==> src/rtl/uart_tx.sv <==
// uart_tx: 8-bit UART transmitter with a one-entry holding register.
// Define UART_TX_PARITY_EN to add an even parity bit after the data bits.
module uart_tx #(
  parameter int CLK_PER_BIT = 434,
  parameter int STOP_BITS   = 1
) (
  input  logic       clk,
  input  logic       rst,
  input  logic [7:0] tx_data,
  input  logic       tx_valid,
  output logic       tx_ready,
  output logic       tx,
  output logic       tx_busy,
  output logic       tx_done
);

  localparam logic [15:0] CNT_LAST =
    16'(CLK_PER_BIT - 1);
  localparam logic [15:0] CNT_DONE =
    16'(CLK_PER_BIT - 2);
  localparam logic STOP_LAST =
    1'(STOP_BITS == 2);

`ifdef UART_TX_PARITY_EN
  typedef enum logic [2:0] {
    IDLE, START, DATA, PARITY, STOP
  } state_t;
`else
  typedef enum logic [2:0] {
    IDLE, START, DATA, STOP
  } state_t;
`endif

  state_t      state;
  logic [15:0] clk_cnt;
  logic [2:0]  bit_idx;
  logic [2:0]  idx_nxt;
  logic        stop_idx;
  logic [7:0]  shift_reg;
  logic [7:0]  hold_reg;
  logic        hold_full;
  logic        hold_nxt;
  logic        accept;
  logic        consume;
  logic        bit_end;
  logic        last_stop;

  // Accept and consume never coincide:
  // accept needs an empty holding register.
  always_comb begin
    accept    = tx_valid & tx_ready;
    bit_end   = (clk_cnt == CNT_LAST);
    last_stop = (stop_idx == STOP_LAST);
    idx_nxt   = bit_idx + 3'd1;
    consume   = 1'b0;
    if (state == IDLE)
      consume = hold_full;
    else if (state == STOP)
      consume = hold_full & bit_end
              & last_stop;
    hold_nxt = hold_full;
    if (accept)
      hold_nxt = 1'b1;
    else if (consume)
      hold_nxt = 1'b0;
  end

  always_ff @(posedge clk or posedge rst) begin
    if (rst) begin
      state     <= IDLE;
      clk_cnt   <= '0;
      bit_idx   <= '0;
      stop_idx  <= 1'b0;
      shift_reg <= '0;
      hold_reg  <= '0;
      hold_full <= 1'b0;
      tx        <= 1'b1;
      tx_ready  <= 1'b1;
      tx_busy   <= 1'b0;
      tx_done   <= 1'b0;
    end else begin
      hold_full <= hold_nxt;
      tx_ready  <= ~hold_nxt;
      tx_done   <= 1'b0;
      if (accept)
        hold_reg <= tx_data;
      if (state == IDLE || bit_end)
        clk_cnt <= '0;
      else
        clk_cnt <= clk_cnt + 16'd1;

      unique case (state)
        IDLE: begin
          tx <= 1'b1;
          if (hold_full) begin
            shift_reg <= hold_reg;
            state     <= START;
            tx        <= 1'b0;
            tx_busy   <= 1'b1;
          end
        end
        START: begin
          if (bit_end) begin
            state   <= DATA;
            bit_idx <= '0;
            tx      <= shift_reg[0];
          end
        end
        DATA: begin
          if (bit_end) begin
            if (bit_idx == 3'd7) begin
`ifdef UART_TX_PARITY_EN
              state <= PARITY;
              tx    <= ^shift_reg;
`else
              state    <= STOP;
              tx       <= 1'b1;
              stop_idx <= 1'b0;
`endif
            end else begin
              bit_idx <= idx_nxt;
              tx      <= shift_reg[idx_nxt];
            end
          end
        end
`ifdef UART_TX_PARITY_EN
        PARITY: begin
          if (bit_end) begin
            state    <= STOP;
            tx       <= 1'b1;
            stop_idx <= 1'b0;
          end
        end
`endif
        STOP: begin
          // Pulse lands on the final stop cycle.
          if (last_stop && clk_cnt == CNT_DONE)
            tx_done <= 1'b1;
          if (bit_end) begin
            if (!last_stop) begin
              stop_idx <= 1'b1;
            end else if (hold_full) begin
              shift_reg <= hold_reg;
              state     <= START;
              tx        <= 1'b0;
            end else begin
              state   <= IDLE;
              tx_busy <= 1'b0;
            end
          end
        end
        default: begin
          state   <= IDLE;
          tx      <= 1'b1;
          tx_busy <= 1'b0;
        end
      endcase
    end
  end

endmodule
==> config.mk <==
export PLATFORM = sky130hd
export DESIGN_NAME = uart_tx
export DESIGN_NICKNAME = d
export VERILOG_FILES = /design/src/rtl/uart_tx.sv
export SDC_FILE = /design/constraint.sdc
export NUM_CORES = 1
export LEC_CHECK = 0
export BUFFER_PORTS_ARGS = -buffer_cell sky130_fd_sc_hd__buf_4
export CORE_UTILIZATION = 40
export CTS_BUF_LIST = sky130_fd_sc_hd__clkbuf_16
export DETAILED_ROUTE_END_ITERATION = 10
export MAX_ROUTING_LAYER = met4
export PLACE_DENSITY_LB_ADDON = 0.08
export SLEW_MARGIN = 10
export SYNTH_ARGS = -nofsm -noshare
export SYNTH_HDL_FRONTEND = slang
export SYNTH_SLANG_ARGS = --single-unit
export TNS_END_PERCENT = 50
==> constraint.sdc <==
create_clock -name clk -period 2.9 [get_ports clk]
set_clock_uncertainty 0.15 [all_clocks]
set_input_delay 0.435 -clock clk [delete_from_list [all_inputs] [get_ports clk]]
set_output_delay 0.435 -clock clk [all_outputs]
set_load 0.005 [all_outputs]
==> metrics.cfg, run 1 <==
[global_route]
grt_pass1_wl_um=6341
use_met2_pct=25.03
busiest_layer=met2
grt_max_degree=43
grt_use_total_pct=16.05
antenna_found_initial=0
use_met1_pct=19.95
met3_usage_pct=3.794
grt_pass1_vias=1329
grt_overflow=0

[floorplanning]
die_w_um=74.47
fp.dieH_um=74.47
coreArea_um2=5075
start_util_pct=41.40
row_count=26
pin_count=15
dieArea_um2=5546

[synth]
synth_edf_count=0
syn_area_um2=2101
ys_types=41
yosysTopAreaCell=dfrtp_1
ys_seq_area_share_pct=50.15
async_reset_ff_share_pct=100.0
avgSynthCellArea_um2=11.36
ys_warn_count=0
yosys_register_bits=42
synth_nets=205
syn_inst=185
synth_area_leaders=dfrtp_1, mux2_2, ha_1
synth_ff_type=dfrtp_1
synth_top_area_share_pct=47.65

[clocking]
ctsResizeCount=0
htreeDepth=2
path_clk_slew_ns=0.06
cts_setup_buffers=0
cts_tree=yes
hold_buffers=0
cts.sinks=42
cts_buffer_depth=2
tritoncts.num_buffers=5
clock_latency_ns=0.28
cts-root-buf=clkbuf_16

[worst_setup_path]
cp_num_buf_inv=1
r2r_cells=7
arrival_ns=2.31
crit_chain=inv_1, ha_1, nor3b_1, nand4b_4, a221o_1, a2111oi_2, a21oi_1
worstSetupPathType=reg2reg
critPathMaxStageDelay_ns=0.41
startpoint_type=flip-flop
path_max_fanout=6
rrSetupSlack_ns=0.59
endpoint_kind=flip-flop
crit_slowest_cell=nor3b_1
reg2reg_to=state[0]
r2r_start=clk_cnt[1]
critical-path-top-delay-family=compound AO/OA/AOI/OAI gates
cp.required_ns=2.90

[outcome]
status=finished clean

[layout]
fillCellCount=478
final_cells=276
largest_reg_flops=16
syn_to_final_growth_pct=15.90
antenna_cells=0
layout_common_cells=dfrtp_1, nor2_1, mux2_2, buf_4
layout_commonest_cell=dfrtp_1
post_route_cells_drive_above_1_share_pct=23.79
final_area_um2=2435
nNetsFinal=225

[pwr]
p_int_mw=0.9897
p_leak_nw=1.131
total_power_mw=1.257
comb_power_share_pct=5.7
power_density_nw_per_um2=516.3
switchingPower_mw=0.2674
pwr-share-seq_pct=52.0
vdd_ir_drop_max_mv=0.2740
p_clk_share_pct=42.4
switching_share_pct=21.27

[routing]
via_per_inst=5.080
first_pass_iters=4
finalWirelength_um=3808
via_count=1402
wire_per_inst_um=13.80
drt_iter0_drc=60
post-route-drc-count=0
detail-route-antenna-nets=0

[timing]
setup_viol_count_final=0
fin_crit_sh_pct=79.67
relSlewSlack_pct=61.40
drv_slew=0
timing.hold.ws_ns=0.1378
rsz0062_at_grt=false
tns_ns=0
max_freq_ghz=0.4328
finalHoldViolCount=0
tightest_slew_ns=0.5789
layout_min_cycle_time_ns=2.311

[hold_path]
hp-class=in2async

[placement]
gp_congestion=0.8248
placed_cells=268
post_dp_cell_area_um2=2292
port_buffers=14
dpl.hpwl_um=2788

[run]
drv_cap=0

-- worst register-to-register path, cell delays in order (launching register included) --
cell,delay (ns)
dfrtp_1,0.40
inv_1,0.08
ha_1,0.16
nor3b_1,0.41
nand4b_4,0.19
a221o_1,0.38
a2111oi_2,0.35
a21oi_1,0.07
-- final cells by class --
class	count	area, µm²	share of cell area [%]
Timing Repair Buffer	15	112.6	4.625
Clock inverter	3	17.52	0.7194
Multi-Input combinational cell	131	1001	41.11
Sequential cell	42	1054	43.27
Clock buffer	5	125.1	5.139
Inverter	10	37.54	1.542
Tap cell	70	87.58	3.597
-- cell usage after synthesis (4+ instances only) --
library cell / n
dfrtp_1: 40
nor2_1: 19
xor2_1: 8
o21ai_0: 7
and3_1: 4
a21oi_1: 6
ha_1: 9
nand3_1: 7
xnor2_1: 4
mux2i_1: 4
nand2_1: 11
inv_1: 10
mux2_2: 17
-- power by group through the flow --
stage,combinational [mW],clock [mW],sequential [mW]
6_report,0.0711,0.532,0.654
3_5_place_dp,0.0733,0,0.665
4_1_cts,0.0735,0.549,0.654
5_1_grt,0.0799,0.574,0.659
2_1_floorplan,0.0507,0,0.655
3_3_place_gp,0.0700,0,0.662
-- stage by stage --
step | util [%] | setup slack (ns)
floorplan | - | 0.7630
global placement | 45.17 | 0.6477
detailed placement | 45.17 | 0.6087
CTS | 47.98 | 0.5847
global route | 47.98 | 0.3919
finish | 47.98 | 0.5895
-- worst max path at each step --
stage,slack (ns),to,startpoint,cells after the start
floorplan,0.76,tx,bit_idx[0],8
global placement,0.65,tx,bit_idx[0],7
detailed placement,0.61,state[0],clk_cnt[1],7
CTS,0.58,state[0],clk_cnt[1],7
global route,0.39,state[0],clk_cnt[1],7
finish,0.59,state[0],clk_cnt[1],7
-- cells by family (layout without fill, tap and decap cells) --
kind of cell    Yosys count  count (layout)  share of synthesized area (%)
compound gates           24              24                          7.683
xor+xnor                 12              12                          5.003
fa+ha+maj                 9               9                          5.360
buf+inv                  12              33                          2.203
flops                    42              42                          50.15
mux                      22              22                          12.09
simple gates             64              64                          17.51
-- layer usage --
metal	vias up	wire, µm
li1	690	-
met5	-	0
met4	0	60
met1	696	1814
met2	11	1859
met3	5	74
Power figures use the tool's default switching activity.
==> inputs of run 2 (changes only) <==
==> constraint.sdc (replaced) <==
create_clock -name clk -period 2.09 [get_ports clk]
set_clock_uncertainty 0.15 [all_clocks]
set_input_delay 0.3135 -clock clk [delete_from_list [all_inputs] [get_ports clk]]
set_output_delay 0.3135 -clock clk [all_outputs]
set_load 0.005 [all_outputs]
==> metrics.cfg, run 2 (same netlist as run 1, synthesis figures left out) <==
[worst_setup_path]
path_max_fanout=3  ; -3
arrival_ns=2.01  ; -0.30 ns
cp-endpoint=state[0]
r2r_cells=6  ; -1
reg2reg_to=state[0]
cp.required_ns=2.09  ; -0.81 ns
worstSetupPathType=reg2reg
endpoint_kind=flip-flop
startpoint_type=flip-flop
startpoint=state[0]
rrSetupSlack_ns=0.08  ; -0.51 ns
r2r_start=state[0]

[timing]
max_freq_ghz=0.4970  ; +15%
layout_min_cycle_time_ns=2.012  ; -0.2984 ns
tns_ns=0  ; unchanged
rsz0062_at_grt=true
setup_slack_ns=0.07790  ; -0.5116 ns
setup_viol_count_final=0  ; unchanged
timing.hold.ws_ns=0.01446  ; -0.1234 ns
drv_slew=0  ; unchanged
relSlewSlack_pct=64.83  ; +3.4 points
tightest_slew_ns=0.5276  ; -0.05137 ns
fin_crit_sh_pct=96.27  ; +17 points
finalHoldViolCount=0  ; unchanged

[routing]
via_per_inst=5.147  ; +1.3%
detail-route-antenna-nets=0  ; unchanged
wire_per_inst_um=14.51  ; +5.1%
first_pass_iters=4  ; unchanged
drt_iter0_drc=72  ; +20%
finalWirelength_um=4236  ; +11%
via_count=1503  ; +7.2%
post-route-drc-count=0  ; unchanged

[clocking]
clock_latency_ns=0.28  ; about the same
cts.sinks=42  ; unchanged
path_clk_slew_ns=0.06  ; about the same
hold_buffers=0  ; unchanged
cts_buffer_depth=2  ; unchanged
htreeDepth=2  ; unchanged
tritoncts.num_buffers=5  ; unchanged
cts_tree=yes
cts_setup_buffers=0  ; unchanged
cts-root-buf=clkbuf_16

[placement]
port_buffers=14  ; unchanged
gp_congestion=0.7866  ; -4.6%
dp_slack_ns=-0.05685  ; -0.6656 ns
post_dp_cell_area_um2=2430  ; +6.0%
dpl.hpwl_um=2937  ; +5.3%

[global_route]
grt_use_total_pct=17.45  ; +1.4 points
grt_pass1_wl_um=6927  ; +9.2%
grt_pass1_vias=1453  ; +9.3%
grt_max_degree=43  ; unchanged
grt_overflow=0  ; unchanged
antenna_found_initial=0  ; unchanged

[floorplanning]
pin_count=15  ; unchanged
die_w_um=74.47  ; unchanged
fp.dieH_um=74.47  ; unchanged
start_util_pct=41.40  ; unchanged
coreArea_um2=5075  ; unchanged
dieArea_um2=5546  ; unchanged
row_count=26  ; unchanged

[layout]
nNetsFinal=241  ; +7.1%
layout_commonest_cell=dfrtp_1
antenna_cells=0  ; unchanged
ff_latch_area_um2=1054  ; unchanged
fillCellCount=479  ; +0.21%
post_route_cells_drive_above_1_share_pct=32.43  ; +8.6 points
layout_common_cells=dfrtp_1, buf_4, nor2_1, mux2_2, nand2_1
multiInputGateArea_um2=1060  ; +5.9%
final_area_um2=2654  ; +9.0%
largest_reg_flops=16  ; unchanged
syn_to_final_growth_pct=26.33

[pwr]
power_density_nw_per_um2=709.4  ; +37%
p_leak_nw=1.221  ; +7.9%
total_power_mw=1.883  ; +50%
vdd_ir_drop_max_mv=0.4061  ; +48%

[hold_path]
hp-class=in2async

[outcome]
status=finished clean

[run]
drv_cap=0  ; unchanged

## run 2: metrics by stage
stage / instances / utilization, %
after floorplan: 185 / -
after detailed placement: 284 / 47.88
after CTS: 292 / 51.80
after global routing: 292 / 52.29
after global placement: 284 / 47.88
final: 292 / 52.29
## run 2: worst min path at each step
stage | from | endpoint | slack (ns) | depth (start not counted)
global route | rst | clk_cnt[0] | 0.08 | 3
CTS | rst | clk_cnt[0] | 0.04 | 3
global placement | rst | clk_cnt[2] | 0.33 | 3
finish | rst | hold_reg[2] | 0.01 | 3
floorplan | tx_data[0] | hold_reg[0] | 0.31 | 1
detailed placement | rst | clk_cnt[7] | 0.34 | 3
## run 2: repair_timing
item | in CTS | in global routing
gates cloned | 0 | 0
gates resized for setup | 5 | 6
pin swaps | 2 | 4
endpoints found under the setup margin | 10 | 10
## run 2: final cells by class
class                   instances  share of cell area (%)
inverters                      10                   1.414
multi-input cells             131                   39.93
clock inverters                 3                   1.697
well taps                      70                   3.300
clock buffers                   5                   4.715
repair buffers                 31                   9.241
flip-flops and latches         42                   39.70
## run 2: per-layer routing
metal | vias to the layer above | GRT usage, % | share of wire, %
li1 | 721 | - | -
met1 | 754 | 23.49 | 49
met2 | 21 | 25.33 | 46
met3 | 7 | 4.065 | 3.1
met4 | 0 | 6.918 | 1.9
met5 | - | - | 0
## run 2: power by group
part           internal, mW  total (mW)  switching, mW
Combinational        0.0611      0.0983         0.0372
Sequential            0.875       0.907         0.0325
Clock                 0.563       0.877          0.315
Total                  1.50        1.88          0.384
## run 2: critical path: stages, from the launching register on
cell and delay [ns]:
dfrtp_1 0.38, inv_1 0.07, ha_1 0.21, or3_4 0.38
a221o_1 0.39, a2111oi_4 0.23, a21oi_1 0.08
